`config.mk`:
```
export PLATFORM = sky130hd
export DESIGN_NAME = sat_counter16
export DESIGN_NICKNAME = d
export VERILOG_FILES = /design/src/rtl/eth_pattern_checker_pkg.sv /design/src/rtl/eth_pattern_checker_sat_counter16.sv
export SDC_FILE = /design/constraint.sdc
export NUM_CORES = 1
export LEC_CHECK = 0
export CORE_MARGIN = 1
export CORE_UTILIZATION = 50
export DETAILED_ROUTE_END_ITERATION = 6
export PLACE_DENSITY_LB_ADDON = 0.05
export SLEW_MARGIN = 20
export SYNTH_ARGS = -nofsm -noshare
export SYNTH_HDL_FRONTEND = slang
export SYNTH_SLANG_ARGS = --single-unit
```
`constraint.sdc`:
```
create_clock -name clk -period 4.7 [get_ports clk]
set_clock_uncertainty 0.2 [all_clocks]
set_input_delay 1.175 -clock clk [delete_from_list [all_inputs] [get_ports clk]]
set_output_delay 1.175 -clock clk [all_outputs]
set_load 0.05 [all_outputs]
```
`src/rtl/eth_pattern_checker_pkg.sv`:
```
// eth_pattern_checker_pkg: test-frame layout constants and helpers shared with test_gen_pattern
package eth_pattern_checker_pkg;
  localparam logic [15:0] TEST_ETH_TYPE = 16'h88B6;
  localparam int IDX_OFS = 0;
  localparam int TS_OFS = 2;
  localparam int PATTERN_OFS = 4;
  localparam logic [11:0] BYTE_CNT_MAX = 12'd4095;
  function automatic logic [7:0] pattern_byte(input logic [11:0] k, input logic [7:0] idx);
    return k[7:0] + idx;
  endfunction
  function automatic logic [15:0] sat_add16(input logic [15:0] a, input logic [15:0] b);
    logic [16:0] s;
    s = {1'b0, a} + {1'b0, b};
    return s[16] ? 16'hFFFF : s[15:0];
  endfunction
endpackage

```
`src/rtl/eth_pattern_checker_sat_counter16.sv`:
```
// sat_counter16: 16-bit counter adding amount when en, clamping at 16'hFFFF; ports clk, rst, en, amount, count
module sat_counter16
  import eth_pattern_checker_pkg::*;
(
  input  logic        clk,
  input  logic        rst,
  input  logic        en,
  input  logic [15:0] amount,
  output logic [15:0] count
);
  always_ff @(posedge clk)
    count <= rst ? '0 : en ? sat_add16(count, amount) : count;
endmodule

```
Word level (Yosys, flattened, before mapping). Index checks and enable logic that the tools add are counted.

Logic and storage cells: 3. Input port bits: 19. Register bits: 16.

Multiplexer cells: 1. Add/sub/neg operators: 1.

Operators with widths (count): 16-bit by 16-bit adder with 17-bit output (1); 16-bit two-way mux (1).

Depth between registers and ports, before layout.
Depth after elaboration: 2. Mapped depth: 9. Depth with buffers taken out: 8.

Worst setup path before layout. Ideal clock, no wire load.

Path type: input-to-reg. Start: in amount[0]. End: reg count[10]. Buffers on the path: 1. Stages on the path: 9. Slack: 1.308 ns. Library setup time: 0.134 ns. Arrival: 3.057 ns. Cells stage by stage: ha_1 -> fa_1 -> a21o_1 -> a221o_1 -> a41oi_2 -> o2111ai_2 -> nand2_2 -> buf_6 -> a211oi_1.

Cells in the longest elaborated chain, start to end: 2.

Ends and longest elaborated chain: from (decl) (RTL line eth_pattern_checker_sat_counter16.sv:8) `input logic [15:0] amount,`; 16-bit by 16-bit adder with 17-bit output (RTL line eth_pattern_checker_pkg.sv:13) `s = {1'b0, a} + {1'b0, b};`; 16-bit two-way mux (RTL line eth_pattern_checker_pkg.sv:14) `return s[16] ? 16'hFFFF : s[15:0];`; to (signal assigned) (RTL line eth_pattern_checker_sat_counter16.sv:12) `count <= rst ? '0 : en ? sat_add16(count, amount) : count;`; to (decl) (RTL line eth_pattern_checker_sat_counter16.sv:9) `output logic [15:0] count`.

No other way between the ends. A chain may end at the register's enable or synchronous reset.

Final worst setup path.
Start: in amount[0]. End: reg count[9].

Same word-level chain as after synthesis.

==> impl_metrics.py <==
metrics = {
    "outcome": {
        "status": "finished clean",
    },
    "global_route": {
        "grt_first_pass_wirelength_mm": 5.26,
        "groute.usage.overall": 0.260,
        "grt_max_degree": 18,
        "via_count_of_the_first_global_routing_pass": 1270,
        "grt_overflow": 0,
        "grt_antenna_before_repair": 0,
    },
    "placed_design": {
        "dp_hpwl_mm": 2.34,
        "portBuffers": 34,
        "routability_congestion": 0.843,
        "pre_cts_ws_ns": 0.636,
    },
    "setup_path": {
        "timing.rr.start": "count[0]$_SDFFE_PP0P_",
        "startpoint": "amount[0]",
        "r2r.worst_path.cells": 8,
        "crit_arrival_ns": 3.73,
        "cp_slowest_stage_delay_ns": 0.41,
        "endpoint_kind": "flop",
        "path_class": "input port to flop",
        "critical_path.cell_chain": "clkdlybuf4s50_1, ha_1, fa_1, a21o_1, a221o_1, a41oi_2, o2111ai_2, nand2_2, a211oi_1",
        "r2r_end": "count[9]$_SDFFE_PP0P_",
        "r2r_setup_slack_ns": 1.90,
        "critical_path.max_fanout": 14,
        "worstSetupStartpointType": "input port",
        "worstPathRequired_ns": 4.65,
        "timing.critical_path.slowest_stage_cell": "sky130_fd_sc_hd__clkdlybuf4s50_1",
    },
    "timing": {
        "fin_ws_ns": 0.929,
        "slew_viol_final": 0,
        "worst_pin_slew_ns": 0.643,
        "hold_violations": 0,
        "report.final.setup_viol": 0,
        "layout_worst_path_cycle_share": 0.802,
        "timing.final.crit_period_ns": 3.77,
        "rsz_0062_raised_after_global_routing": "false",
        "timing.max_slew.rel_slack": 0.570,
        "clock.fmax_ghz": 0.265,
        "finalSetupTns_ns": 0,
    },
    "clock_tree": {
        "tritoncts": "yes",
        "number_of_buffers_between_clock_root_and_the_deepest_sink": 2,
        "numClockSinks": 16,
        "cts-resized-gates": 0,
        "clock-root-buffer": "sky130_fd_sc_hd__clkbuf_4",
        "postCtsHoldBufs": 0,
        "numCtsBuffers": 3,
        "postCtsSetupRepairBufs": 0,
        "clkTransAtPathRegs_ns": 0.10,
        "clk_latency_ns": 0.30,
        "cts-htree-levels": 1,
    },
    "layout": {
        "layout.nets": 219,
        "layout_common_cells": "sky130_fd_sc_hd__clkdlybuf4s50_1, sky130_fd_sc_hd__nor2_1, sky130_fd_sc_hd__a211oi_1, sky130_fd_sc_hd__ha_1, sky130_fd_sc_hd__dfxtp_1",
        "layout_commonest_cell": "sky130_fd_sc_hd__clkdlybuf4s50_1",
        "final_layout_size_suffix_gt1_frac": 0.0497,
        "insertedDiodeCount": 0,
        "syn2layout_area_growth_pct": 30.2,
        "largestRegisters": "count: 16 flops",
        "regMostFlops": "count",
        "largest_register_ff_count": 16,
    },
    "floorplanning": {
        "row_count": 17,
        "boundaryPins": 35,
        "initial_core_util": 0.547,
        "die_y_um": 52.1,
        "die-area_mm2": 0.00272,
        "core_area_mm2": 0.00230,
        "die_w_um": 52.1,
    },
    "yosys": {
        "synth_nets": 184,
        "mapped_avg_cell_area_um2": 8.49,
        "synth_warnings": 0,
        "mappedNetlistArea_mm2": 0.00126,
        "synth-seq-cells": 16,
        "netlist_instances": 148,
        "yosys.cell_types.count": 35,
        "register_area_share_after_synthesis": 0.255,
    },
    "drt": {
        "drcViolationCount": 0,
        "drt-wirelength-per-cell_um": 15.0,
        "drt-total-wl_mm": 3.13,
        "drt_iter0_drc": 59,
        "antenna_left": 0,
        "total_via_count_in_the_routed_design": 1304,
        "dr_pass1_iterations": 4,
        "detail_route.vias_per_cell": 6.24,
    },
    "power_and_ir_drop": {
        "cellPowerDensity_mw_per_mm2": 425,
        "power.leakage_uw": 0.000671,
        "irDropWorstVdd_uv": 327,
    },
    "worst_hold_path": {
        "min_path_cells": 2,
        "timing.hold.worst.class": "flop to flop",
        "hold_path_startpoint": "count[0]$_SDFFE_PP0P_",
        "hold-path-endpoint": "count[0]$_SDFFE_PP0P_",
    },
    "run": {
        "number_of_maximum_capacitance_constraint_violations": 0,
    },
}
==> power by group <==
part	internal, uW	leakage [uW]	switching, uW
Sequential	163	0.000133	21.3
Clock	29.9	0.0000138	47.3
Combinational	170	0.000524	263
Total	363	0.000671	332
==> layout make-up <==
cell class / count / area [um^2]
inverters: 4 / 15.0
well taps: 28 / 35.0
multi-input cells: 123 / 895
clock buffers: 3 / 22.5
flip-flops and latches: 16 / 320
repair buffers: 35 / 348
fillers: 200 / 662
==> logic make-up (layout without fill, tap and decap cells) <==
family,count (synthesis),in the layout,synth area share
xor+xnor,13,13,0.0906
fa+ha+maj,17,17,0.175
simple gates,37,37,0.133
buf+inv,9,42,0.0329
flops,16,16,0.255
compound gates,56,56,0.313
==> layer usage <==
metal | part of all wire | routed length, um | vias up | global-route usage
met3 | 0.048 | 150 | 9 | 0.0292
met1 | 0.44 | 1390 | 628 | 0.305
li1 | - | - | 622 | -
met2 | 0.49 | 1530 | 45 | 0.459
met4 | 0.023 | 72 | 0 | 0.131
met5 | 0 | 0 | - | 0
==> through the flow <==
step	power [uW]	area [um^2]	hold slack (ns)	util	cells
5_1_grt	738	1640	0.336	0.712	209
3_3_place_gp	609	1610	0.282	0.702	206
6_report	695	1640	0.307	0.712	209
2_1_floorplan	501	1260	0.506	-	148
4_1_cts	692	1640	0.313	0.712	209
3_5_place_dp	613	1610	0.296	0.702	206
==> worst max-delay path: cells and delay by family <==
family	cells	cell delay, ns
adders and majority gates	2	0.65
buffers and inverters	1	0.41
and+or+nand+nor	1	0.29
AOI/OAI and AO/OA	5	1.20
==> synthesized netlist by cell type <==
master	n	share of area
sky130_fd_sc_hd__o32ai_1	1	0.0070
sky130_fd_sc_hd__o21ai_0	9	0.036
sky130_fd_sc_hd__o211ai_1	3	0.018
sky130_fd_sc_hd__and2_1	1	0.0050
sky130_fd_sc_hd__xor2_1	7	0.049
sky130_fd_sc_hd__a2111o_1	1	0.0090
sky130_fd_sc_hd__o22ai_1	1	0.0050
sky130_fd_sc_hd__nor2_1	20	0.060
sky130_fd_sc_hd__a32oi_1	1	0.0070
sky130_fd_sc_hd__dfxtp_1	16	0.25
sky130_fd_sc_hd__nand2_1	4	0.012
sky130_fd_sc_hd__ha_1	16	0.16
sky130_fd_sc_hd__buf_6	1	0.0090
sky130_fd_sc_hd__xnor2_1	6	0.042
sky130_fd_sc_hd__nor3_1	3	0.012
sky130_fd_sc_hd__buf_1	1	0.0030
sky130_fd_sc_hd__a211oi_1	17	0.10
sky130_fd_sc_hd__a21o_1	4	0.024
sky130_fd_sc_hd__a21oi_1	12	0.048
sky130_fd_sc_hd__clkbuf_1	3	0.0090
sky130_fd_sc_hd__or3_1	1	0.0050
sky130_fd_sc_hd__nand2_2	1	0.0050
sky130_fd_sc_hd__nand2b_1	1	0.0050
sky130_fd_sc_hd__and3_1	3	0.015
sky130_fd_sc_hd__or2_2	2	0.010
sky130_fd_sc_hd__a221o_1	1	0.0080
sky130_fd_sc_hd__inv_1	4	0.012
sky130_fd_sc_hd__o2111ai_2	1	0.012
sky130_fd_sc_hd__a41oi_2	1	0.013
sky130_fd_sc_hd__a311oi_1	1	0.0070
sky130_fd_sc_hd__o21bai_1	1	0.0060
sky130_fd_sc_hd__fa_1	1	0.016
sky130_fd_sc_hd__a221oi_1	1	0.0070
sky130_fd_sc_hd__nand4_1	1	0.0050
sky130_fd_sc_hd__a31oi_1	1	0.0050
==> worst max-delay path by stage <==
stage / endpoint
floorplan: count[10]$_SDFFE_PP0P_
global placement: count[6]$_SDFFE_PP0P_
detailed placement: count[7]$_SDFFE_PP0P_
CTS: count[7]$_SDFFE_PP0P_
global route: count[7]$_SDFFE_PP0P_
finish: count[9]$_SDFFE_PP0P_
(Power assumes the default switching activity.)
